===== src/rtl/msi_pkg.sv =====
// msi_pkg: shared definitions for the tag-lookup controller.
//   - MSI line-state encodings (I=00, S=01, M=10; 11 is treated as I)
//   - FSM state enum for tag_lookup_ctrl
//   - default set-index / tag widths
//   - helpers to split a {tag, index} address and to normalise a state
package msi_pkg;

    localparam int AWIDTH_DEF = 3;
    localparam int TWIDTH_DEF = 9;

    localparam logic [1:0] ST_I = 2'b00;
    localparam logic [1:0] ST_S = 2'b01;
    localparam logic [1:0] ST_M = 2'b10;

    typedef enum logic [1:0] {
        FSM_IDLE   = 2'd0,
        FSM_LOOKUP = 2'd1,
        FSM_RESP   = 2'd2
    } fsm_state_e;

    function automatic logic [TWIDTH_DEF-1:0] addr_tag(
        input logic [TWIDTH_DEF+AWIDTH_DEF-1:0] addr
    );
        return addr[TWIDTH_DEF+AWIDTH_DEF-1:AWIDTH_DEF];
    endfunction

    function automatic logic [AWIDTH_DEF-1:0] addr_index(
        input logic [TWIDTH_DEF+AWIDTH_DEF-1:0] addr
    );
        return addr[AWIDTH_DEF-1:0];
    endfunction

    // The unused encoding 11 behaves exactly like Invalid.
    function automatic logic [1:0] norm_state(input logic [1:0] st);
        return (st == 2'b11) ? ST_I : st;
    endfunction

endpackage


===== src/rtl/msi_snoop_next.sv =====
// msi_snoop_next: MSI reaction of a line that a snoop has hit.
//   state_i        : current (normalised) line state
//   rdx_i          : 1 = BusRdX, 0 = BusRd
//   next_state_o   : state the line must move to
//   flush_o        : line was Modified, data must be supplied
//   write_needed_o : the tag RAM entry has to be rewritten
module msi_snoop_next
    import msi_pkg::*;
(
    input  logic [1:0] state_i,
    input  logic       rdx_i,
    output logic [1:0] next_state_o,
    output logic       flush_o,
    output logic       write_needed_o
);

    always_comb begin
        next_state_o   = state_i;
        flush_o        = 1'b0;
        write_needed_o = 1'b0;
        case (state_i)
            ST_M: begin
                flush_o        = 1'b1;
                write_needed_o = 1'b1;
                next_state_o   = rdx_i ? ST_I : ST_S;
            end
            ST_S: begin
                if (rdx_i) begin
                    next_state_o   = ST_I;
                    write_needed_o = 1'b1;
                end
            end
            default: next_state_o = ST_I;
        endcase
    end

endmodule


===== src/rtl/tag_lookup_ctrl.sv =====
// tag_lookup_ctrl: arbitrates processor requests, bus snoops and state
// updates onto a single synchronous-read tag RAM port (entry = {tag, state}).
//   clock, reset_n                      : clock, async active-low reset
//   req_*                               : processor lookup request / response
//   snp_*                               : bus snoop request / response
//   upd_*                               : state write from the bus controller
//   ram_addr, ram_din, ram_we, ram_dout : tag RAM port (1-cycle read latency)
//   dbg_state                           : current FSM state
//
// Handshakes: a transfer happens on a rising edge where valid and ready are
// both high; valid and its payload must stay stable until that edge, and
// ready never depends on the same channel's valid.
module tag_lookup_ctrl
    import msi_pkg::*;
#(
    parameter int AWIDTH = AWIDTH_DEF,
    parameter int TWIDTH = TWIDTH_DEF
) (
    input  logic                     clock,
    input  logic                     reset_n,
    input  logic                     req_valid,
    output logic                     req_ready,
    input  logic [TWIDTH+AWIDTH-1:0] req_addr,
    input  logic                     req_write,
    output logic                     resp_valid,
    output logic                     resp_hit,
    output logic                     resp_need_bus,
    output logic [1:0]               resp_state,
    output logic [TWIDTH-1:0]        resp_victim_tag,
    output logic                     resp_victim_dirty,
    input  logic                     snp_valid,
    output logic                     snp_ready,
    input  logic [TWIDTH+AWIDTH-1:0] snp_addr,
    input  logic                     snp_rdx,
    output logic                     snp_resp_valid,
    output logic                     snp_hit,
    output logic                     snp_flush,
    input  logic                     upd_valid,
    output logic                     upd_ready,
    input  logic [AWIDTH-1:0]        upd_index,
    input  logic [TWIDTH-1:0]        upd_tag,
    input  logic [1:0]               upd_state,
    output logic [AWIDTH-1:0]        ram_addr,
    output logic [TWIDTH+1:0]        ram_din,
    output logic                     ram_we,
    input  logic [TWIDTH+1:0]        ram_dout,
    output fsm_state_e               dbg_state
);

    fsm_state_e        state_q, state_d;
    logic [TWIDTH-1:0] tag_q, tag_d;
    logic [AWIDTH-1:0] idx_q, idx_d;
    logic              write_q, write_d;
    logic              is_snp_q, is_snp_d;
    logic              rdx_q, rdx_d;

    logic              resp_hit_q, resp_hit_d;
    logic              resp_need_bus_q, resp_need_bus_d;
    logic [1:0]        resp_state_q, resp_state_d;
    logic [TWIDTH-1:0] resp_victim_tag_q, resp_victim_tag_d;
    logic              resp_victim_dirty_q, resp_victim_dirty_d;
    logic              snp_hit_q, snp_hit_d;
    logic              snp_flush_q, snp_flush_d;

    logic [TWIDTH-1:0] stored_tag;
    logic [1:0]        stored_state;
    logic              hit;
    logic [1:0]        snp_next_state;
    logic              snp_flush_c;
    logic              snp_write_needed;

    logic [AWIDTH-1:0] ram_addr_c;
    logic [TWIDTH+1:0] ram_din_c;
    logic              ram_we_c;
    logic              upd_ready_c, snp_ready_c, req_ready_c;

    assign stored_tag   = ram_dout[TWIDTH+1:2];
    assign stored_state = norm_state(ram_dout[1:0]);
    assign hit          = (stored_tag == tag_q) &&
                          ((stored_state == ST_S) || (stored_state == ST_M));

    msi_snoop_next u_snoop_next (
        .state_i        (stored_state),
        .rdx_i          (rdx_q),
        .next_state_o   (snp_next_state),
        .flush_o        (snp_flush_c),
        .write_needed_o (snp_write_needed)
    );

    always_comb begin
        state_d             = state_q;
        tag_d               = tag_q;
        idx_d               = idx_q;
        write_d             = write_q;
        is_snp_d            = is_snp_q;
        rdx_d               = rdx_q;
        resp_hit_d          = resp_hit_q;
        resp_need_bus_d     = resp_need_bus_q;
        resp_state_d        = resp_state_q;
        resp_victim_tag_d   = resp_victim_tag_q;
        resp_victim_dirty_d = resp_victim_dirty_q;
        snp_hit_d           = snp_hit_q;
        snp_flush_d         = snp_flush_q;
        ram_addr_c          = idx_q;
        ram_din_c           = '0;
        ram_we_c            = 1'b0;
        upd_ready_c         = 1'b0;
        snp_ready_c         = 1'b0;
        req_ready_c         = 1'b0;

        case (state_q)
            FSM_IDLE: begin
                upd_ready_c = 1'b1;
                snp_ready_c = !upd_valid;
                req_ready_c = !upd_valid && !snp_valid;
                if (upd_valid) begin
                    // Zero-latency write; FSM stays idle.
                    ram_we_c   = 1'b1;
                    ram_addr_c = upd_index;
                    ram_din_c  = {upd_tag, upd_state};
                end else if (snp_valid) begin
                    ram_addr_c = addr_index(snp_addr);
                    idx_d      = addr_index(snp_addr);
                    tag_d      = addr_tag(snp_addr);
                    rdx_d      = snp_rdx;
                    write_d    = 1'b0;
                    is_snp_d   = 1'b1;
                    state_d    = FSM_LOOKUP;
                end else if (req_valid) begin
                    ram_addr_c = addr_index(req_addr);
                    idx_d      = addr_index(req_addr);
                    tag_d      = addr_tag(req_addr);
                    rdx_d      = 1'b0;
                    write_d    = req_write;
                    is_snp_d   = 1'b0;
                    state_d    = FSM_LOOKUP;
                end
            end
            FSM_LOOKUP: begin
                state_d = FSM_RESP;
                if (is_snp_q) begin
                    snp_hit_d   = hit;
                    snp_flush_d = hit && snp_flush_c;
                    // Downgrade keeps the tag; only the state field changes.
                    if (hit && snp_write_needed) begin
                        ram_we_c  = 1'b1;
                        ram_din_c = {stored_tag, snp_next_state};
                    end
                end else begin
                    resp_hit_d          = hit;
                    resp_state_d        = stored_state;
                    resp_victim_tag_d   = stored_tag;
                    resp_need_bus_d     = !hit || (write_q && (stored_state == ST_S));
                    resp_victim_dirty_d = !hit && (stored_state == ST_M);
                end
            end
            FSM_RESP: begin
                state_d = FSM_IDLE;
            end
            default: state_d = FSM_IDLE;
        endcase
    end

    always_ff @(posedge clock or negedge reset_n) begin
        if (!reset_n) begin
            state_q             <= FSM_IDLE;
            tag_q               <= '0;
            idx_q               <= '0;
            write_q             <= 1'b0;
            is_snp_q            <= 1'b0;
            rdx_q               <= 1'b0;
            resp_hit_q          <= 1'b0;
            resp_need_bus_q     <= 1'b0;
            resp_state_q        <= '0;
            resp_victim_tag_q   <= '0;
            resp_victim_dirty_q <= 1'b0;
            snp_hit_q           <= 1'b0;
            snp_flush_q         <= 1'b0;
        end else begin
            state_q             <= state_d;
            tag_q               <= tag_d;
            idx_q               <= idx_d;
            write_q             <= write_d;
            is_snp_q            <= is_snp_d;
            rdx_q               <= rdx_d;
            resp_hit_q          <= resp_hit_d;
            resp_need_bus_q     <= resp_need_bus_d;
            resp_state_q        <= resp_state_d;
            resp_victim_tag_q   <= resp_victim_tag_d;
            resp_victim_dirty_q <= resp_victim_dirty_d;
            snp_hit_q           <= snp_hit_d;
            snp_flush_q         <= snp_flush_d;
        end
    end

    // Combinational outputs are forced low while reset is held, so an update
    // presented during reset can never reach the RAM.
    assign ram_we    = ram_we_c && reset_n;
    assign ram_addr  = reset_n ? ram_addr_c : '0;
    assign ram_din   = reset_n ? ram_din_c : '0;
    assign upd_ready = upd_ready_c && reset_n;
    assign snp_ready = snp_ready_c && reset_n;
    assign req_ready = req_ready_c && reset_n;

    assign resp_valid        = (state_q == FSM_RESP) && !is_snp_q;
    assign snp_resp_valid    = (state_q == FSM_RESP) && is_snp_q;
    assign resp_hit          = resp_hit_q;
    assign resp_need_bus     = resp_need_bus_q;
    assign resp_state        = resp_state_q;
    assign resp_victim_tag   = resp_victim_tag_q;
    assign resp_victim_dirty = resp_victim_dirty_q;
    assign snp_hit           = snp_hit_q;
    assign snp_flush         = snp_flush_q;
    assign dbg_state         = state_q;

endmodule


===== config.mk =====
export PLATFORM = sky130hd
export DESIGN_NAME = tag_lookup_ctrl
export DESIGN_NICKNAME = d
export VERILOG_FILES = /design/src/rtl/msi_pkg.sv /design/src/rtl/msi_snoop_next.sv /design/src/rtl/tag_lookup_ctrl.sv
export SDC_FILE = /design/constraint.sdc
export NUM_CORES = 1
export LEC_CHECK = 0
export CAP_MARGIN = 10
export CELL_PAD_IN_SITES_DETAIL_PLACEMENT = 0
export CELL_PAD_IN_SITES_GLOBAL_PLACEMENT = 1
export CORE_ASPECT_RATIO = 0.75
export CORE_MARGIN = 2
export CORE_UTILIZATION = 28
export CTS_CLUSTER_DIAMETER = 100
export DETAILED_ROUTE_END_ITERATION = 8
export PLACE_DENSITY = 0.85
export SYNTH_ARGS = -nofsm -noshare
export SYNTH_HDL_FRONTEND = slang
export SYNTH_SLANG_ARGS = --single-unit

===== constraint.sdc =====
create_clock -name clock -period 2.6 [get_ports clock]
set_input_delay 0.52 -clock clock [delete_from_list [all_inputs] [get_ports clock]]
set_output_delay 0.52 -clock clock [all_outputs]
set_load 0.01 [all_outputs]

# Word-level counts from Yosys, hierarchy flattened
# Cells that the tools add are included.
totals:
  register_bits: 33
  latchBits: 0
  ramBits: 0
  romBits: 0
  inputBits: 56
  output_inout_bits: 38
  memories: 0
classes:
  add_sub_neg: 0
  mul: 0
  n_div: 0
  order_cmp: 0
  n_eq_ne: 8
  n_shift: 0
  mux: 35
  bitwise_logic: 2
  reduce_logical: 25
ops:
  columns: ["cell", "n"]
  rows:
  - ["$mux W11", 4]
  - ["$pmux W11 S2", 1]
  - ["$mux W9", 2]
  - ["$mux W3", 5]
  - ["$mux W1", 14]
  - ["$logic_and A1 B1 Y1", 12]
  - ["$mux W2", 5]
  - ["$eq A9 B9 Y1", 1]
  - ["$pmux W2 S2", 2]
  - ["$reduce_and A2 Y1", 4]
  - ["$eq A2 B2 Y1 const B", 3]
  - ["$eq A2 B1 Y1 const B", 2]
  - ["$logic_not A1 Y1", 4]
  - ["$pmux W1 S2", 2]
  - ["$ne A3 B3 Y1 const B", 1]
  - ["$reduce_and A3 Y1", 1]
  - ["$logic_not A2 Y1", 1]
  - ["$logic_or A1 B1 Y1", 2]
  - ["$ne A2 B2 Y1 const B", 1]
  - ["$not A1 Y1", 2]
  - ["$reduce_bool A2 Y1", 1]

# Longest topological paths before layout
# Gate-level depths: netlist of run 1.
depth:
  ltp_word: 10
  ltp_mapped: 6

# Modules after synthesis
# A second synthesis of run 1 with hierarchy kept.
unflattened:
  hier_cells: 225
  area_unflattened_um2: 1965.6
modules_own_cells:
  columns: ["module", "n_inst", "cells_per_inst", "area_per_inst_um2"]
  rows:
  - ["tag_lookup_ctrl", 1, 214, 1888.1]
  - ["msi_snoop_next", 1, 11, 77.6]

# Worst setup path after synthesis of run 1
# Ideal clock, no wire load.
synth_path:
  path_kind: "input to output"
  from: "input port ram_dout[0]"
  to: "output port ram_din[4]"
  arrival_ns: 1.802
  required_time_ns: 2.080
  setup_slack_ns: 0.278
  cell_stages: 6
  n_path_buf: 2
  cell_sequence: "inv_1 > ha_1 > or4_1 > buf_2 > buf_6 > o21ai_1"
synth_between:
  elab_chain_cells: 10
  word_cells_on_any_way: 12
  classes_between: "eq/ne: 3; mux: 6; reduce/logical: 3"
synth_lines:
  columns: ["element", "line_no", "source"]
  rows:
  - ["start: declaration", "tag_lookup_ctrl.sv:46", "input logic [TWIDTH+1:0] ram_dout,"]
  - ["$eq A2 B2 Y1", "msi_pkg.sv:35", "return (st == 2'b11) ? ST_I : st;"]
  - ["$mux W2 (*)", "msi_pkg.sv:35", null]
  - ["branches (longest 3 deep; another with $eq A2 B1 Y1)", null, null]
  - ["$logic_and A1 B1 Y1 (*)", "tag_lookup_ctrl.sv:145", "if (hit && snp_write_needed) begin"]
  - ["$mux W11 (*)", "tag_lookup_ctrl.sv:145", null]
  - ["$mux W11 (*)", "tag_lookup_ctrl.sv:141", "if (is_snp_q) begin"]
  - ["$pmux W11 S2 (*)", "tag_lookup_ctrl.sv:111", "case (state_q)"]
  - ["$mux W11 (*)", "tag_lookup_ctrl.sv:200", "assign ram_din = reset_n ? ram_din_c : '0;"]
  - ["end: declaration", "tag_lookup_ctrl.sv:44", "output logic [TWIDTH+1:0] ram_din,"]
# Mark *: on every way between the ends.

# Worst setup path after layout of run 1
layout_path:
  from: "input port ram_dout[1]"
  to: "output port ram_din[0]"
layout_between:
  elab_chain_cells: 10
  word_cells_on_any_way: 14
  classes_between: "eq/ne: 3; mux: 8; reduce/logical: 3"
layout_lines:
  columns: ["element", "line_no"]
  rows:
  - ["$eq A2 B2 Y1", "msi_pkg.sv:35"]
  - ["$mux W2 (*)", "msi_pkg.sv:35"]
  - ["branches (longest 4 deep; another with $eq A2 B1 Y1)", null]
  - ["$mux W11 (*)", "tag_lookup_ctrl.sv:145"]
  - ["$mux W11 (*)", "tag_lookup_ctrl.sv:141"]
  - ["$pmux W11 S2 (*)", "tag_lookup_ctrl.sv:111"]
  - ["$mux W11 (*)", "tag_lookup_ctrl.sv:200"]
# Marks and branches as above.

==> results by group, run 1 <==
Logic synthesis
  • Synth async-reset ratio: 100.0%
  • Post-synth EDFFs: 0
  • Post-synthesis cell type count: 32
  • Most frequent cells after synthesis: dfrtp_1, nand2_1, mux2i_1
  • Sequential area share after synthesis: between 40% and 50%
  • Most numerous cell in the Yosys netlist: dfrtp_1
  • Area leader, netlist: dfrtp_1
  • Syn nets: 251
  • Mean area per synthesized cell: 9.484 um2
  • Primary flip-flop cell chosen by synthesis mapping: dfrtp_1
  • Post-Synthesis Cells: 193
  • Yosys top cell area share: a little under half
  • Yosys warns: 0
  • Synth top area cells: dfrtp_1, mux2i_1, mux2_2, nand2_1, o21ai_0
  • Post-Syn Area: 0.001831 mm2
  • FF+latch count, synth: 33

Die
  • Die height: 74.02 um
  • Die area: 0.007207 mm2
  • Row count: 25
  • DIE WIDTH: around 100 um
  • Number of I/O pins: 94
  • Core area: 0.006319 mm2
  • Starting Density: approximately 29%

Pwr
  • P_int: about 1300 uW
  • Clock power share: 19.6%
  • Leakage power: 0.001371 uW
  • Power Density: about 600 mW/mm2
  • Comb pwr share: between 30% and 40%
  • Sequential share of power: 40.4%
  • Max VDD drop: roughly 0.23 mV
  • Sw power: around 560 uW
  • Sw Ratio: a little under a third
  • Final Power: about 1900 uW

Placement
  • GPL Wtd Cong: ~0.81
  • Final HPWL DP: 4.292 mm
  • IO Port Bufs: 93
  • Dpl cells: roughly 390
  • Area post-placement: 0.003029 mm2

Layout
  • Antenna Cells: 0
  • Fin util: between 40% and 50%
  • Nets@finish: roughly 370
  • Final Non-Filler Cells: about 400
  • Finished Cell Area: ~0.0031 mm2
  • Layout cells sized above 1: between 20 and 25%
  • Area Growth Syn to Fin: 68.42%

STA
  • Final setup viols: 0
  • Clock skew: just under 5 ps
  • Pins Over Slew Limit: 0
  • Post-route minimum period: roughly 2500 ps
  • RSZ-0062 raised after global routing: no
  • Fmax: 397.7 MHz
  • Sum Neg Setup Slack: 0 ps
  • Slew HR: between 80 and 90%
  • Final Hold Fails: 0
  • Final period utilization: a little over nine tenths
  • Measured slew at the worst slew-check pin: roughly 270 ps

Clock network
  • Clock tree buffer depth: 2
  • Clock root buffer master: clkbuf_8
  • Cts bufs inserted: 5
  • H-tree depth: 2
  • Worst skew pair latency: approximately 280 ps
  • CTS tree: built
  • Clock-pin slew on the worst setup and hold paths: ~70 ps
  • CTS sink cnt: 33

Detailed routing
  • Via count: about 1800
  • Pre-Repair DR Iteration Count: 4
  • Iter 0 DRT Violations: 53
  • Via-to-Cell Ratio: 4.598
  • DRC: 0
  • ANT nets after route: 0
  • Final WL: between 5 and 6 mm
  • Detailed-route wire length per cell: about 13 um

Global route
  • Tot GR Track Use: around 15%
  • Vias in the first global route: 1821
  • First-pass GRT wire length: 8.645 mm
  • GRT Residual Overflow: 0
  • Pin count of the biggest net entering global routing: 21
  • Initial antenna violation count: 0

Setup path
  • Bufs and invs on worst path: 3
  • CP arrival: around 2000 ps
  • Delay-heaviest family, CP: simple AND/OR/NAND/NOR gates
  • Worst EP required: roughly 2100 ps
  • Slowest cell on the critical path: or4_4
  • Max stage delay on crit path: about 570 ps
  • Critical path capture point type: primary output
  • Worst-path cell chain: clkdlybuf4s15_1, ha_1, or4_4, buf_6, o21ai_0, buf_2
  • Crit path kind: in2out
  • Crit Path Max Fanout: 4
  • Critical path launch point type: primary input

Flow run
  • MaxCap Viol Count: 0

Worst hold path
  • Worst hold path class: in2async

Run status
  • Status: finished clean
[kinds of logic (layout without fill, tap and decap cells)]
| kind of cell | count (synthesis) | count (layout) | synth area share (%) |
|---|---|---|---|
| xor+xnor | 9 | 9 | 4.306 |
| compound gates | 38 | 38 | 11.14 |
| simple gates | 65 | 65 | 16.47 |
| buf+inv | 16 | 138 | 4.238 |
| mux | 30 | 30 | 17.36 |
| flops | 33 | 33 | 45.11 |
| fa+ha+maj | 2 | 2 | 1.367 |
[cell type report]
class / instances / area [um2]
Fill cell: 612 / 3236
Timing Repair Buffer: 125 / 1105
Multi-Input combinational cell: 144 / 949.7
Sequential cell: 33 / 825.8
Tap cell: 81 / 101.3
Clock buffer: 6 / 72.57
Inverter: 5 / 18.77
Clock inverter: 2 / 10.01
[routing by layer]
metal	vias to the layer above	share of wire, %	GRT usage [%]
met4	0	0.58	3.241
li1	902	-	-
met3	5	5.6	4.323
met1	864	46	19.65
met2	50	48	25.36
met5	-	0	0
[power groups by stage]
stage,clock network [uW],registers [uW],logic [uW]
2_1_floorplan,0,797,274
3_3_place_gp,0,757,751
3_5_place_dp,0,765,764
4_1_cts,377,758,754
5_1_grt,396,778,813
6_report,368,758,749
[placed cells by master, fill, tap and decap left out, types with 2 or more instances in the layout]
cell / n
clkbuf_2: 5
nand3b_1: 2
ha_1: 2
and3_1: 2
clkinv_2: 2
nand4_1: 2
buf_6: 3
buf_4: 28
clkdlybuf4s15_1: 4
nor3_1: 2
dlygate4sd2_1: 3
nor2_1: 13
mux2i_1: 16
xnor2_2: 2
clkdlybuf4s50_1: 66
clkbuf_8: 5
dfrtp_1: 33
inv_1: 5
nand3_1: 3
o21ai_1: 12
nor2b_1: 4
buf_2: 13
nand2_1: 32
o21ai_0: 8
xnor2_1: 6
a21oi_1: 13
mux2_2: 14
[worst register-to-register path: cells and delay by family, from the launching register on]
kind                   cells  cell delay [ps]
AO/OA/AOI/OAI              1              220
flip-flops                 1              390
buffers and inverters      2              280
XOR/XNOR                   1              160
AND/OR/NAND/NOR            2              710
[state kept, by name, indices dropped and copies added, names as in the netlist]
name               flops
tag_q                  9
resp_victim_tag        9
idx_q                  3
resp_victim_dirty      1
resp_state             2
resp_need_bus          1
resp_hit               1
rdx_q                  1
dbg_state              2
snp_flush              1
snp_hit                1
is_snp_q               1
write_q                1
[worst paths after layout]
kind	from	end	slack, ps	cells past startpoint
setup / recovery	ram_dout[1]	ram_din[0]	90	6
hold / removal	reset_n	idx_q[0]	170	2
setup reg to reg	tag_q[1]	resp_victim_dirty	750	6
hold reg to reg	snp_flush	snp_flush	480	2
max in group asynchronous	reset_n	resp_victim_tag[2]	2150	2
min in group clock	snp_flush	snp_flush	480	2
[timing repair]
action | 4_1_cts | 5_1_grt
setup buffers | 2 | 0
hold endpoints to repair | 0 | 0
hold buffers | 0 | 0
pin swaps | 7 | 8
setup endpoints to repair | 15 | 15
resized for setup | 74 | 18
gates cloned | 1 | 0
[per-stage QoR]
stage	hold WS [ps]	setup WS, ps
floorplan	224.4	277.8
global placement	475.5	-716.1
detailed placement	473.5	-725.1
CTS	170.8	-9.441
global route	180.7	4.206
finish	174.7	85.75
Note: power is estimated with default switching activity, not from simulation.
==> run 2: changes to the inputs <==
--- a/config.mk
+++ b/config.mk
@@ -10,10 +10,11 @@
 export CELL_PAD_IN_SITES_GLOBAL_PLACEMENT = 1
 export CORE_ASPECT_RATIO = 0.75
 export CORE_MARGIN = 2
-export CORE_UTILIZATION = 28
+export CORE_UTILIZATION = 29
+export CTS_BUF_LIST = sky130_fd_sc_hd__clkbuf_8
 export CTS_CLUSTER_DIAMETER = 100
 export DETAILED_ROUTE_END_ITERATION = 8
-export PLACE_DENSITY = 0.85
+export PLACE_DENSITY = 0.87
 export SYNTH_ARGS = -nofsm -noshare
 export SYNTH_HDL_FRONTEND = slang
 export SYNTH_SLANG_ARGS = --single-unit
==> constraint.sdc (replaced) <==
create_clock -name clock -period 2.6 [get_ports clock]
set_input_delay 0.52 -clock clock [delete_from_list [all_inputs] [get_ports clock]]
set_output_delay 0.52 -clock clock [all_outputs]
set_load 0.005 [all_outputs]
==> run 2 against run 1 <==
Final area is 0.73% higher. Clock power shrank 3%. Worst hold slack worse by 100 ps. Sequential share of layout area is 0.19 points lower. Final cell count is 0.76% lower. Non-clock buffer count shrank 3. Via count is 1.0% lower. Utilization grew 1.3 points. Setup slack worse by 25 ps. Routed wire length rose by 3.5%. Critical endpoint is now ram_we. Largest cell class unchanged. Largest power group unchanged.
==> results by group, run 2 (synthesis gave the netlist of run 1 again) <==
Global route
  • Pin count of the biggest net entering global routing: 21
  • Met1 Use GR: around 22%
  • Tot GR Track Use: approximately 16%
  • Vias in the first global route: around 1700
  • First-pass GRT wire length: 8.473 mm
  • GRT Residual Overflow: 0
  • Initial antenna violation count: 0
  • Met3 usage: ~3.3%
  • Gr busiest metal: met2
  • Global-route met2 utilization: a little over a quarter

Layout
  • Fin util: 50.14%
  • Most frequent cells in the layout: clkdlybuf4s50_1, dfrtp_1, nand2_1
  • Most common cell after layout, fill and taps aside: clkdlybuf4s50_1
  • Nets@finish: about 370
  • Fillers: 598
  • Final Non-Filler Cells: 393
  • Antenna Cells: 0
  • Area Growth Syn to Fin: 69.65%
  • Finished Cell Area: approximately 0.0031 mm2
  • Area occupied by multi-input gates: about 990 um2
  • Layout cells sized above 1: a little over a quarter
  • FF/Latch Area: roughly 830 um2

Setup path
  • Crit Path Max Fanout: 5
  • CP arrival: just over 2000 ps
  • Critical path launch point type: primary input
  • Worst-path cell chain: clkdlybuf4s15_2, xnor2_2, nand4_1, or4_4, buf_8, o21bai_1, buf_2
  • Crit path kind: in2out
  • Max stage delay on crit path: about 600 ps
  • Worst EP required: between 2000 and 2500 ps
  • Critical path capture point type: primary output
  • Delay-heaviest family, CP: simple AND/OR/NAND/NOR gates
  • Bufs and invs on worst path: 3
  • Slowest cell on the critical path: or4_4

Clock network
  • Clock tree buffer depth: 2
  • H-tree depth: 2
  • Worst skew pair latency: approximately 280 ps
  • Clock-pin slew on the worst setup and hold paths: 70 ps
  • Cts bufs inserted: 5
  • Clock root buffer master: clkbuf_8
  • Hold buffers post-CTS: 0
  • CTS sink cnt: 33
  • CTS tree: built

Placement
  • IO Port Bufs: between 90 and 100
  • Area post-placement: roughly 0.003 mm2
  • Dpl cells: 380
  • Final HPWL DP: ~4.2 mm
  • DP Worst Slack: -708.5 ps
  • GPL Wtd Cong: roughly 0.77

Detailed routing
  • Final WL: 5.503 mm
  • ANT nets after route: 0
  • Via-to-Cell Ratio: between 4 and 5
  • Detailed-route wire length per cell: 14.00 um
  • Iter 0 DRT Violations: 43
  • DRC: 0
  • Pre-Repair DR Iteration Count: 4
  • Via count: about 1800

STA
  • RSZ-0062 raised after global routing: yes
  • Clock skew: around 5.4 ps
  • Pins Over Slew Limit: 0
  • Final setup viols: 0
  • Post-route minimum period: 2539 ps
  • Final period utilization: a little over nine tenths
  • Measured slew at the worst slew-check pin: between 200 and 300 ps
  • Final Hold Fails: 0
  • Slew HR: between 80% and 90%
  • Fmax: 393.9 MHz
  • Fin worst setup slack: around 61 ps
  • Sum Neg Setup Slack: 0 ps

Worst hold path
  • Worst hold path class: in2async

Die
  • Die height: 72.81 um
  • Number of I/O pins: between 90 and 100
  • Die area: 0.006970 mm2
  • Core area: ~0.0062 mm2
  • Starting Density: about 30%
  • DIE WIDTH: 95.74 um
  • Row count: 25

Pwr
  • Leakage power: 0.001377 uW
  • Max VDD drop: around 0.24 mV
  • Power Density: about 590 mW/mm2

Run status
  • Status: finished clean

Flow run
  • MaxCap Viol Count: 0
==> run 2: final timing paths <==
kind	cells after the start	endpoint	slack, ps	start
worst max-delay path	7	ram_we	60	ram_dout[3]
worst min-delay path	1	is_snp_q	70	reset_n
worst max register to register	7	resp_victim_dirty	520	tag_q[7]
worst min register to register	2	snp_flush	490	snp_flush
max in group asynchronous	2	resp_victim_tag[2]	2100	reset_n
min in group clock	2	snp_flush	490	snp_flush
==> run 2: worst reg2reg max path: cells and delay by family, from the launching register on <==
family | cells | cell delay (ps)
buffers and inverters | 3 | 430
flip-flops | 1 | 400
AO/OA/AOI/OAI | 1 | 220
AND/OR/NAND/NOR | 2 | 750
XOR/XNOR | 1 | 180
==> run 2: area by class of cell <==
cell class | count | area share (%)
Clock buffer | 5 | 2.216
Clock inverter | 3 | 0.3626
Inverter | 5 | 0.6044
Multi-Input combinational cell | 144 | 31.95
Sequential cell | 33 | 26.59
Tap cell | 81 | 3.263
Timing Repair Buffer | 122 | 35.01
==> run 2: what timing repair did <==
| item | in CTS | in global routing |
|---|---|---|
| gates resized for setup | 79 | 23 |
| setup endpoints to repair | 15 | 14 |
| cloned | 1 | 0 |
| pin swaps | 7 | 12 |
| buffers inserted | 2 | 2 |
==> run 2: power by group <==
part | internal [uW] | switching, uW | total [uW]
sequential | 664 | 102 | 766
combinational | 457 | 243 | 700
clock | 178 | 177 | 356
total | 1300 | 523 | 1820
==> run 2: layer usage <==
metal  wire length [um]  up-vias
li1                   -      897
met1               2521      853
met2               2720       48
met3                234        4
met4                 27        0
met5                  0        -
==> run 2: metrics by stage <==
step,power [uW],hold WS [ps]
final,1821,73.27
after global routing,1929,80.59
after CTS,1825,71.85
after detailed placement,1461,373.6
after global placement,1442,373.0
after floorplan,1026,224.4
==> run 3: changes to the inputs <==
--- a/config.mk
+++ b/config.mk
@@ -10,11 +10,13 @@
 export CELL_PAD_IN_SITES_GLOBAL_PLACEMENT = 1
 export CORE_ASPECT_RATIO = 0.75
 export CORE_MARGIN = 2
-export CORE_UTILIZATION = 29
+export CORE_UTILIZATION = 30
 export CTS_BUF_LIST = sky130_fd_sc_hd__clkbuf_8
 export CTS_CLUSTER_DIAMETER = 100
 export DETAILED_ROUTE_END_ITERATION = 8
-export PLACE_DENSITY = 0.87
+export GPL_TIMING_DRIVEN = 0
+export PLACE_DENSITY = 0.89
 export SYNTH_ARGS = -nofsm -noshare
 export SYNTH_HDL_FRONTEND = slang
+export SYNTH_HIERARCHICAL = 1
 export SYNTH_SLANG_ARGS = --single-unit
==> run 3 against run 2 <==
Routed wire length increased by 7.5%. Register-to-register slack improved by 400 ps. Via count grew 6.7%. Fmax up 1.0%. Final cell count up 6.9%. Critical path depth shrank 2. Synthesized cell count is 17% higher. Largest power group unchanged.
==> results by group, run 3 <==
Pwr
  • Clock power share: a little over a fifth
  • Comb pwr share: a little under two fifths
  • P_int: 1272 uW
  • Leakage power: about 0.0015 uW
  • Sw power: around 570 uW
  • Final Power: 1842 uW
  • Max VDD drop: approximately 0.21 mV
  • Sw Ratio: a little under a third
  • Power Density: 566.2 mW/mm2
  • Sequential share of power: about two fifths

Global route
  • GRT Residual Overflow: 0
  • Tot GR Track Use: roughly 17%
  • Vias in the first global route: about 2000
  • Initial antenna violation count: 0
  • First-pass GRT wire length: 9.756 mm
  • Pin count of the biggest net entering global routing: 40

STA
  • Measured slew at the worst slew-check pin: around 470 ps
  • RSZ-0062 raised after global routing: no
  • Fmax: between 300 and 400 MHz
  • Final period utilization: between 90% and 100%
  • Clock skew: between 7 and 8 ps
  • Final setup viols: 0
  • Final Hold Fails: 0
  • Post-route minimum period: around 2500 ps
  • Pins Over Slew Limit: 0
  • Sum Neg Setup Slack: 0 ps
  • Slew HR: a little under 70%

Placement
  • GPL Wtd Cong: around 0.75
  • IO Port Bufs: 91
  • Area post-placement: slightly below 0.003 mm2
  • Final HPWL DP: around 4.4 mm
  • Dpl cells: approximately 400

Clock network
  • Worst skew pair latency: 290 ps
  • Clock-pin slew on the worst setup and hold paths: 70 ps
  • Cts bufs inserted: 5
  • CTS tree: built
  • H-tree depth: 2
  • Clock root buffer master: clkbuf_8
  • CTS sink cnt: 33
  • Clock tree buffer depth: 2

Logic synthesis
  • Syn nets: about 290
  • Yosys top cell area share: between 40% and 50%
  • Sequential area share after synthesis: 42.01%
  • Post-Syn Area: around 0.0020 mm2
  • Post-synth EDFFs: 0
  • Most frequent cells after synthesis: nand2_1, dfrtp_1, mux2i_1, o21ai_1
  • Post-synthesis cell type count: 34
  • Mean area per synthesized cell: 8.736 um2
  • Synth top area cells: dfrtp_1, nand2_1, mux2i_1, ha_1, o21ai_1
  • Yosys warns: 6
  • Post-Synthesis Cells: around 230
  • Most numerous cell in the Yosys netlist: nand2_1
  • Primary flip-flop cell chosen by synthesis mapping: dfrtp_1
  • Area leader, netlist: dfrtp_1
  • Synth async-reset ratio: between 90% and 100%
  • FF+latch count, synth: 33

Layout
  • Antenna Cells: 0
  • Most common cell after layout, fill and taps aside: clkdlybuf4s50_1
  • Finished Cell Area: 0.003253 mm2
  • Area Growth Syn to Fin: 65.50%
  • Layout cells sized above 1: a little over a fifth
  • Nets@finish: 401
  • Fillers: slightly above 600
  • Most frequent cells in the layout: clkdlybuf4s50_1, nand2_1, dfrtp_1
  • Final Non-Filler Cells: 420

Die
  • Core area: approximately 0.0063 mm2
  • Row count: 25
  • Die height: around 74 um
  • Die area: just over 0.007 mm2
  • Number of I/O pins: 94
  • Starting Density: 31.11%
  • DIE WIDTH: between 90 and 100 um

Setup path
  • R2R Setup Slk: 920 ps
  • R2R Path End: resp_need_bus
  • FF-to-FF path depth: 6
  • Crit path capture: req_ready
  • CP arrival: about 2000 ps
  • Reg2reg start: tag_q[3]
  • Worst EP required: approximately 2100 ps
  • Crit path kind: in2out
  • Critical path capture point type: primary output
  • Crit Path Max Fanout: 10
  • Critical path launch point type: primary input
  • Crit path launch: snp_valid

Detailed routing
  • Iter 0 DRT Violations: between 40 and 50
  • Detailed-route wire length per cell: around 14 um
  • Via count: roughly 1900
  • DRC: 0
  • Pre-Repair DR Iteration Count: 4
  • Final WL: slightly below 6 mm
  • Met2 routed WL: between 2 and 3 mm
  • Via-to-Cell Ratio: 4.576
  • Metal1 wirelength: about 2.8 mm
  • ANT nets after route: 0
  • Met3 wire length: around 390 um
  • Highest routed layer: met4

Flow run
  • MaxCap Viol Count: 0

Worst hold path
  • Worst hold path class: in2async

Run status
  • Status: finished clean
[run 3: changes by cell type after synthesis, sizes merged, moves of 4 or more]
cell and delta:
xnor2 -6, nand3 +9, ha +4, nand2 +24
mux2 -11, xor2 +6
[run 3: power groups by stage]
stage / sequential, uW / combinational (uW) / clock, uW
6_report: 765 / 688 / 389
5_1_grt: 785 / 762 / 426
4_1_cts: 763 / 680 / 393
3_5_place_dp: 766 / 663 / 0
3_3_place_gp: 761 / 652 / 0
2_1_floorplan: 755 / 285 / 0
[run 3: worst max-delay path, cell delays in order]
cell	delay [ps]
clkdlybuf4s50_1	450
buf_6	150
buf_4	180
nor3_2	170
clkdlybuf4s50_1	510
[run 3: through the flow]
step / hold slack (ps) / setup slack, ps / utilization, %
2_1_floorplan: 224.4 / 170.6 / -
3_3_place_gp: 458.1 / -1639 / 47.13
3_5_place_dp: 463.0 / -1199 / 47.05
4_1_cts: 202.6 / 3.230 / 50.59
5_1_grt: 217.2 / 9.748 / 51.49
6_report: 183.3 / 86.29 / 51.49
[run 3: final cells by class]
type | count | area [um2] | share of cell area (%)
Clock inverter | 1 | 3.754 | 0.1154
Sequential cell | 33 | 825.8 | 25.38
Clock buffer | 6 | 82.58 | 2.538
Tap cell | 81 | 101.3 | 3.115
Timing Repair Buffer | 107 | 969.7 | 29.81
Buffer | 12 | 85.08 | 2.615
Multi-Input combinational cell | 175 | 1166 | 35.85
Inverter | 5 | 18.77 | 0.5769
[run 3: worst min-delay path by stage]
| stage | endpoint | slack [ps] | from | cells after the start |
|---|---|---|---|---|
| after floorplan | dbg_state[0] | 220 | reset_n | 0 |
| after global placement | resp_victim_tag[4] | 460 | resp_victim_tag[4] | 2 |
| after detailed placement | resp_victim_tag[4] | 460 | resp_victim_tag[4] | 2 |
| after CTS | resp_victim_dirty | 200 | reset_n | 1 |
| after global routing | resp_victim_dirty | 220 | reset_n | 1 |
| final | resp_state[1] | 180 | reset_n | 1 |
[run 3: logic make-up after synthesis]
family | synth area share, %
simple gates | 25.40
xor+xnor | 4.010
fa+ha+maj | 3.819
compound gates | 11.27
mux | 9.357
flops | 42.01
buf+inv | 4.138
[run 3: routing by layer]
layer  vias to the layer above  track usage, %
met5                         -               0
met4                         0           5.401
met3                        10           3.853
li1                        981               -
met1                       861           23.70
met2                        70           27.36
[run 3: timing repair]
item | CTS | global route
cloned | 1 | 0
hold buffers | 0 | 0
endpoints found under the setup margin | 16 | 14
pin swaps | 7 | 6
hold endpoints to repair | 0 | 0
setup buffers | 8 | 7
resized for setup | 82 | 24
